===== src/rtl/incr_share_ctrl_pkg.sv =====
// Shared types and helpers for the shared-incrementer controller.
package incr_ctrl_pkg;

  typedef enum logic [1:0] {
    IDLE    = 2'd0,
    COMPUTE = 2'd1,
    RESPOND = 2'd2
  } state_t;

  // Width of a requester index; never narrower than one bit.
  function automatic int id_width(input int n);
    return (n > 1) ? $clog2(n) : 1;
  endfunction

endpackage


===== src/rtl/incr_share_ctrl_if.sv =====
// Requester-side bus of the shared incrementer: requests and operands in, results out.
interface incr_share_ctrl_if #(
  parameter int WIDTH   = 4,
  parameter int NUM_REQ = 4
) ();

  localparam int ID_W = incr_ctrl_pkg::id_width(NUM_REQ);

  logic [NUM_REQ-1:0]       req;
  logic [NUM_REQ*WIDTH-1:0] a_in;
  logic [NUM_REQ-1:0]       ack;
  logic [WIDTH-1:0]         out;
  logic                     overflow;
  logic                     out_valid;
  logic [ID_W-1:0]          grant_id;
  logic                     busy;

  modport master (
    output req, a_in,
    input  ack, out, overflow, out_valid, grant_id, busy
  );

  modport slave (
    input  req, a_in,
    output ack, out, overflow, out_valid, grant_id, busy
  );

endinterface


===== src/rtl/incr_share_ctrl_rr_pick.sv =====
// Combinational round-robin selector: first set request at or above rr_ptr, wrapping.
module rr_pick
  import incr_ctrl_pkg::*;
#(
  parameter  int NUM_REQ = 4,
  localparam int ID_W    = id_width(NUM_REQ)
) (
  input  logic [NUM_REQ-1:0] req,
  input  logic [ID_W-1:0]    rr_ptr,
  output logic               any_req,
  output logic [ID_W-1:0]    winner
);

  logic [ID_W:0]   pos;
  logic [ID_W-1:0] idx;

  always_comb begin
    // NOTE: every output and temporary gets a default first so no path can infer a latch.
    any_req = 1'b0;
    winner  = '0;
    pos     = '0;
    idx     = '0;
    // Walk from the farthest offset down so the nearest hit is written last and wins.
    for (int i = NUM_REQ - 1; i >= 0; i--) begin
      pos = {1'b0, rr_ptr} + (ID_W + 1)'(i);
      if (pos >= (ID_W + 1)'(NUM_REQ)) pos = pos - (ID_W + 1)'(NUM_REQ);
      idx = pos[ID_W-1:0];
      if (req[idx]) begin
        any_req = 1'b1;
        winner  = idx;
      end
    end
  end

endmodule


===== src/rtl/incr_share_ctrl.sv =====
// Time-shares one WIDTH-bit incrementer among NUM_REQ requesters with round-robin grants.
module incr_share_ctrl
  import incr_ctrl_pkg::*;
#(
  parameter int WIDTH   = 4,
  parameter int NUM_REQ = 4,
  parameter int STEP    = 1
) (
  input logic             clk,
  input logic             rst_n,
  incr_share_ctrl_if.slave bus
);

  localparam int             ID_W     = id_width(NUM_REQ);
  localparam logic [WIDTH:0] STEP_EXT = (WIDTH + 1)'(STEP);

  state_t          state_q, state_d;
  logic [ID_W-1:0] rr_ptr_q, grant_q, winner;
  logic            any_req;
  logic [WIDTH-1:0] op_sel, op_q, out_q;
  logic            ovf_q;

  rr_pick #(.NUM_REQ(NUM_REQ)) u_pick (
    .req     (bus.req),
    .rr_ptr  (rr_ptr_q),
    .any_req (any_req),
    .winner  (winner)
  );

  always_comb begin
    op_sel = '0;
    for (int i = 0; i < NUM_REQ; i++) begin
      if (winner == ID_W'(i)) op_sel = bus.a_in[i*WIDTH +: WIDTH];
    end
  end

  always_ff @(posedge clk or negedge rst_n) begin
    // NOTE: non-blocking assignments make every register sample pre-edge values, independent of block order.
    if (!rst_n) state_q <= IDLE;
    else        state_q <= state_d;
  end

  always_comb begin
    state_d = state_q;
    case (state_q)
      IDLE:    if (any_req) state_d = COMPUTE;
      COMPUTE: state_d = RESPOND;
      RESPOND: state_d = IDLE;
      default: state_d = IDLE;
    endcase
  end

  always_ff @(posedge clk or negedge rst_n) begin
    if (!rst_n) begin
      rr_ptr_q <= '0;
      grant_q  <= '0;
      op_q     <= '0;
      out_q    <= '0;
      ovf_q    <= 1'b0;
    end else begin
      case (state_q)
        IDLE: if (any_req) begin
          op_q    <= op_sel;
          grant_q <= winner;
        end
        // Zero-extended add: the extra top bit is the carry-out.
        COMPUTE: {ovf_q, out_q} <= {1'b0, op_q} + STEP_EXT;
        RESPOND: rr_ptr_q <= (grant_q == ID_W'(NUM_REQ - 1)) ? '0 : grant_q + ID_W'(1);
        default: ;
      endcase
    end
  end

  always_comb begin
    bus.ack = '0;
    if (state_q == RESPOND) bus.ack[grant_q] = 1'b1;
  end

  assign bus.out_valid = (state_q == RESPOND);
  assign bus.busy      = (state_q != IDLE);
  assign bus.out       = out_q;
  assign bus.overflow  = ovf_q;
  assign bus.grant_id  = grant_q;

endmodule


===== src/flat_wrapper.sv =====
// flat-port wrapper written by rule: the top's interface ports become plain ports
module incr_share_ctrl_flat import incr_ctrl_pkg::*;
#(
  parameter int WIDTH   = 4,
  parameter int NUM_REQ = 4,
  parameter int STEP    = 1
)
  (clk, rst_n, bus_req, bus_a_in, bus_ack, bus_out, bus_overflow, bus_out_valid, bus_grant_id, bus_busy);
  incr_share_ctrl_if #(.WIDTH(WIDTH), .NUM_REQ(NUM_REQ)) bus_i ();
  input logic clk;
  input logic rst_n;
  input wire logic [$bits(bus_i.req)-1:0] bus_req;
  input wire logic [$bits(bus_i.a_in)-1:0] bus_a_in;
  output wire logic [$bits(bus_i.ack)-1:0] bus_ack;
  output wire logic [$bits(bus_i.out)-1:0] bus_out;
  output wire logic [$bits(bus_i.overflow)-1:0] bus_overflow;
  output wire logic [$bits(bus_i.out_valid)-1:0] bus_out_valid;
  output wire logic [$bits(bus_i.grant_id)-1:0] bus_grant_id;
  output wire logic [$bits(bus_i.busy)-1:0] bus_busy;
  assign bus_i.req = bus_req;
  assign bus_i.a_in = bus_a_in;
  assign bus_ack = bus_i.ack;
  assign bus_out = bus_i.out;
  assign bus_overflow = bus_i.overflow;
  assign bus_out_valid = bus_i.out_valid;
  assign bus_grant_id = bus_i.grant_id;
  assign bus_busy = bus_i.busy;
  incr_share_ctrl #(.WIDTH(WIDTH), .NUM_REQ(NUM_REQ), .STEP(STEP)) u_core (.clk(clk), .rst_n(rst_n), .bus(bus_i));
endmodule

===== config.mk =====
export PLATFORM = sky130hd
export DESIGN_NAME = incr_share_ctrl_flat
export DESIGN_NICKNAME = d
export VERILOG_FILES = /design/src/rtl/incr_share_ctrl_pkg.sv /design/src/rtl/incr_share_ctrl_if.sv /design/src/rtl/incr_share_ctrl_rr_pick.sv /design/src/rtl/incr_share_ctrl.sv /design/src/flat_wrapper.sv
export SDC_FILE = /design/constraint.sdc
export NUM_CORES = 1
export LEC_CHECK = 0
export ABC_AREA = 0
export BUFFER_PORTS_ARGS = -buffer_cell sky130_fd_sc_hd__buf_2
export CORE_MARGIN = 2
export CORE_UTILIZATION = 46
export DETAILED_ROUTE_END_ITERATION = 6
export PLACE_DENSITY = 0.77
export SLEW_MARGIN = 20
export SYNTH_ARGS = -nofsm -noshare
export SYNTH_HDL_FRONTEND = slang
export SYNTH_SLANG_ARGS = --single-unit

===== constraint.sdc =====
create_clock -name clk -period 1.95 [get_ports clk]
set_input_delay 0.0975 -clock clk [delete_from_list [all_inputs] [get_ports clk]]
set_output_delay 0.0975 -clock clk [all_outputs]
set_load 0.03 [all_outputs]

# ---- Yosys cells after proc, flatten, opt, wreduce, memory -nomap -nowiden
# Index checks and enable logic that the tools add are counted.
dict set report op_classes {
  addsub 9
  order_cmp 10
  n_eq_ne 7
  n_mux 30
  n_reduce_logical 5
}
# operator count
set ops {}
lappend ops {{$mux W2} 10}
lappend ops {{$mux W4} 5}
lappend ops {{$lt A2 B3 Y1 const B} 5}
lappend ops {{$ge A3 B3 Y1 const B} 3}
lappend ops {{$mux W1} 9}
lappend ops {{$bmux W1 S2} 4}
lappend ops {{$eq A2 B2 Y1 const B} 4}
lappend ops {{$sub A2 B1 Y2 const B} 4}
lappend ops {{$add A2 B2 Y3 const B} 2}
lappend ops {{$add A4 B1 Y5 const B} 1}
lappend ops {{$eq A2 B1 Y1 const B} 2}
lappend ops {{$logic_not A2 Y1} 2}
lappend ops {{$pmux W2 S2} 1}
lappend ops {{$add A2 B1 Y3 const B} 1}
lappend ops {{$ge A2 B3 Y1 const B} 1}
lappend ops {{$add A2 B1 Y2 const B} 1}
lappend ops {{$demux W1 S2} 1}
lappend ops {{$ge A2 B1 Y1 const B} 1}
lappend ops {{$ne A2 B1 Y1 const B} 1}
lappend ops {{$reduce_and A2 Y1} 1}
lappend ops {{$reduce_bool A2 Y1} 1}
lappend ops {{$logic_and A1 B1 Y1} 1}
dict set report totals {
  inputBits 22
  reg_bits 15
  word_cells 67
}

# ---- Depth between registers and ports, before layout
dict set report logic_depth {
  word_depth 14
  mapped_depth 6
}

# ---- Modules after synthesis
# A second synthesis with hierarchy kept.
dict set report unflattened {
  cells_unflattened 84
  hier_area_um2 860.8
}
# module cells_per_inst instances seq_area_each_um2 area_per_inst_um2
set modules_own_cells {}
lappend modules_own_cells {incr_share_ctrl 71 1 375.4 783.3}
lappend modules_own_cells {rr_pick 13 1 0.0 77.6}

# ---- Worst setup path after synthesis
# No wires, ideal clock.
dict set report synth_timing {
  path_type {register to register}
  startpoint {register u_core.state_q[1]}
  endpoint {register u_core.op_q[0]}
  synth_period_minus_slack_ps 1809
  t_required_ps 1860
  path_buffers 1
  t_arrival_ps 1719
  setup_time_ps 90
  setup_slack_ps 141
  path_stages_with_launch 6
  path_cell_list {dfrtp_1 or2_1 or2_1 buf_2 or4_4 o221ai_1}
}
dict set report synth_via {
  elab_chain_len 2
}
# item line
set synth_lines {}
lappend synth_lines {{from (decl)} incr_share_ctrl.sv:17} ;# state_t state_q, state_d;
lappend synth_lines {{from (signal assigned)} incr_share_ctrl.sv:40} ;# else state_q <= state_d;
lappend synth_lines {{$logic_not A2 Y1} incr_share_ctrl.sv:61} ;# case (state_q)
lappend synth_lines {{$reduce_and A2 Y1 (no line)} --}
lappend synth_lines {{to (signal assigned)} incr_share_ctrl.sv:63} ;# op_q <= op_sel;
lappend synth_lines {{to (decl)} incr_share_ctrl.sv:20} ;# logic [WIDTH-1:0] op_sel, op_q, out_q;
# Every way passes these cells.
# A chain may end at the register's enable or synchronous reset.

# ---- Worst setup path in the final report
dict set report layout_timing {
  startpoint {register u_core.state_q[0]}
  endpoint {register u_core.op_q[3]}
}
# Same word-level chain as after synthesis.

==> impl_results.md <==
* FF+latch count, synth at 15
* Netlist Area Pre-Place at ~850 sq um
* Syn avg cell area at 9.980 sq um
* Commonest non-fill, non-tap cells in the layout: buf_2, dfrtp_1, nand2_1
* Final total power at between 1.5 and 2 mW
* Clk sink count at 15
* Peak supply drop at a little over 0.7 mV
* Final Non-Filler Cells at about 150
* Cell count after synthesis at 85
* Post-cts resize count at 0
* Via/cell ratio at 4.911
* Post-synthesis sequential area ratio at 44.25%
* Synth top area share at 44.25%
* Root Driver: clkbuf_4
* Reg clk slew, reported paths at ~80 ps
* Antenna diode count at 0
* Fmax at around 0.60 GHz
* Grt ovf at 0
* CTS H-tree depth at 1
* Die H at between 40 and 50 microns
* Worst-Margin Slew at roughly 510 ps
* Max_slew headroom at 65.50%
* Worst Path Required at roughly 2200 ps
* Startpoint Class: flip-flop
* First-pass GRT wire length at around 2.4 mm
* Fin Setup TNS at 0 ps
* Synth area leader: dfrtp_1
* CTS tree: built
* First-pass DRT Iterations at 4
* WL final at 1.619 mm
* Initial antenna violation count at 0
* Die Area at 0.002204 sq mm
* Syn Nets at between 100 and 150
* Hold Path Class: in2reg
* Skew-Pair Late Insertion Delay at ~280 ps
* Count of cell types in the netlist at 29
* Rows at 15
* Number of setup buffers added after CTS at 0
* PwrDens at 1525 mW/mm^2
* DPL Wire Length at around 1.3 mm
* Final count of hold timing violations at 0
* Ranking of synthesized cells by area: dfrtp_1, mux2i_1, ha_1, nand2_1, o221ai_1
* # setup viols final at 0
* Worst Setup Path Type: reg2reg
* Largest fanout on the critical path at 6
* Total CTS buffers at 3
* Leakage at 0.5649 nW
* Slew Limit Fails at 0
* Setup WS pre-CTS at roughly 290 ps
* Die X at approximately 47 microns
* Most common cell after layout, fill and taps aside: buf_2
* Count of input and output buffers at 34
* Clock Path Buffers at 2
* Drt wl/cell at between 10 and 15 microns
* Share of cells above drive strength 1 at between 30% and 40%
* # IOs at 35
* Minimum clock period at 1672 ps
* Core ar. at between 0.0015 and 0.002 sq mm
* Tcrit/Tclk final at 85.72%
* Post-layout worst setup margin at between 200 and 300 ps
* Clk_skew at approximately 3.2 ps
* Unrepaired setup endpoints after global routing: false
* Max-cap viol count at 0
* Initial Utilization at between 40% and 50%
* Drt initial violations at 16
* Gpl congestion at approximately 0.76
* Pin count of the biggest net entering global routing at 16
* Vias post-DR at between 700 and 800
* CTS Hold Buffers Added at 1
* CP Capture Type: flip-flop
* Layout area overhead at 26.99%
* WP data arrival at about 1900 ps
* Dpl cells at ~140
* Layout net count at 149
* Vias in the first global route at 631
* Syn. warnings at 0
* Post-route ant nets at 0
* # DRC at 0
* Status: completed
* All-layer global routing usage at ~16%
==> report_power, final <==
| part | internal (mW) | switching [mW] | total (mW) | leakage [nW] |
|---|---|---|---|---|
| clock | 0.0795 | 0.0933 | 0.173 | 0.0150 |
| sequential | 0.461 | 0.118 | 0.580 | 0.186 |
| combinational | 0.348 | 0.542 | 0.890 | 0.364 |
| total | 0.888 | 0.754 | 1.64 | 0.565 |
==> cell usage after synthesis <==
cell and instances:
o31ai_1 1, nand2_1 11, and2_1 5, nor4_1 1, a2bb2oi_1 1, or2_1 2
dfrtp_1 15, o21ai_1 4, nor3b_1 1, mux2_2 1, mux2i_1 9, nand2b_1 1
xor2_1 1, inv_1 4, nor2_1 1, or4_4 1, ha_1 5, o221ai_1 4
nand3_1 2, o21ai_0 3, nor2b_1 1, clkbuf_1 2, buf_1 1, xnor2_1 1
inv_2 1, buf_2 1, nand3b_1 1, mux2_1 1, a21oi_1 3
==> through the flow <==
step	cell area (sq um)	util, %	hold WS (ps)
2_1_floorplan	848.3	-	-198.1
4_1_cts	1077	62.39	136.7
3_3_place_gp	1041	60.29	14.65
5_1_grt	1077	62.39	139.4
3_5_place_dp	1041	60.29	14.32
6_report	1077	62.39	134.3
==> critical path: stages, from the launching register on <==
cell	delay, ps
dfrtp_1	400
or2_1	220
or2_1	310
or4_4	470
o221ai_1	200
==> per-layer routing <==
layer	wire [microns]	track usage, %	vias up
li1	-	-	373
met1	692	18.27	316
met2	824	27.95	26
met3	79	3.846	2
met4	22	8.333	0
met5	0	0	-
==> area by class of cell <==
| type | instances | area [sq um] |
|---|---|---|
| repair buffers | 36 | 187.7 |
| fillers | 157 | 649.4 |
| well taps | 25 | 31.28 |
| flip-flops and latches | 15 | 375.4 |
| inverters | 5 | 18.77 |
| clock buffers | 4 | 26.28 |
| multi-input cells | 61 | 437.9 |
==> cell families after synthesis <==
group,synth area share [%]
AO/OA/AOI/OAI,11.95
flip-flops,44.25
XOR/XNOR,2.065
AND/OR/NAND/NOR,16.96
multiplexers,13.27
adder cells (fa/ha/maj),7.375
buffers and inverters,4.128
==> flip-flops by register name (all words and copies together), names as in the netlist <==
| signal | count |
|---|---|
| u_core.bus.grant_id | 2 |
| u_core.op_q | 4 |
| u_core.state_q | 2 |
| u_core.bus.out | 4 |
| u_core.bus.overflow | 1 |
| u_core.rr_ptr_q | 2 |
==> final timing paths <==
check	start	to	slack, ps	cells after the start
max	u_core.state_q[0]	u_core.op_q[3]	280	4
max reg2reg	u_core.state_q[0]	u_core.op_q[3]	280	4
max in group asynchronous	rst_n	u_core.state_q[1]	1470	2
min in group asynchronous	rst_n	u_core.op_q[3]	240	2
min reg2reg	u_core.bus.out[0]	u_core.bus.out[0]	490	2
min	bus_a_in[1]	u_core.op_q[1]	130	3
(Power assumes the default switching activity.)
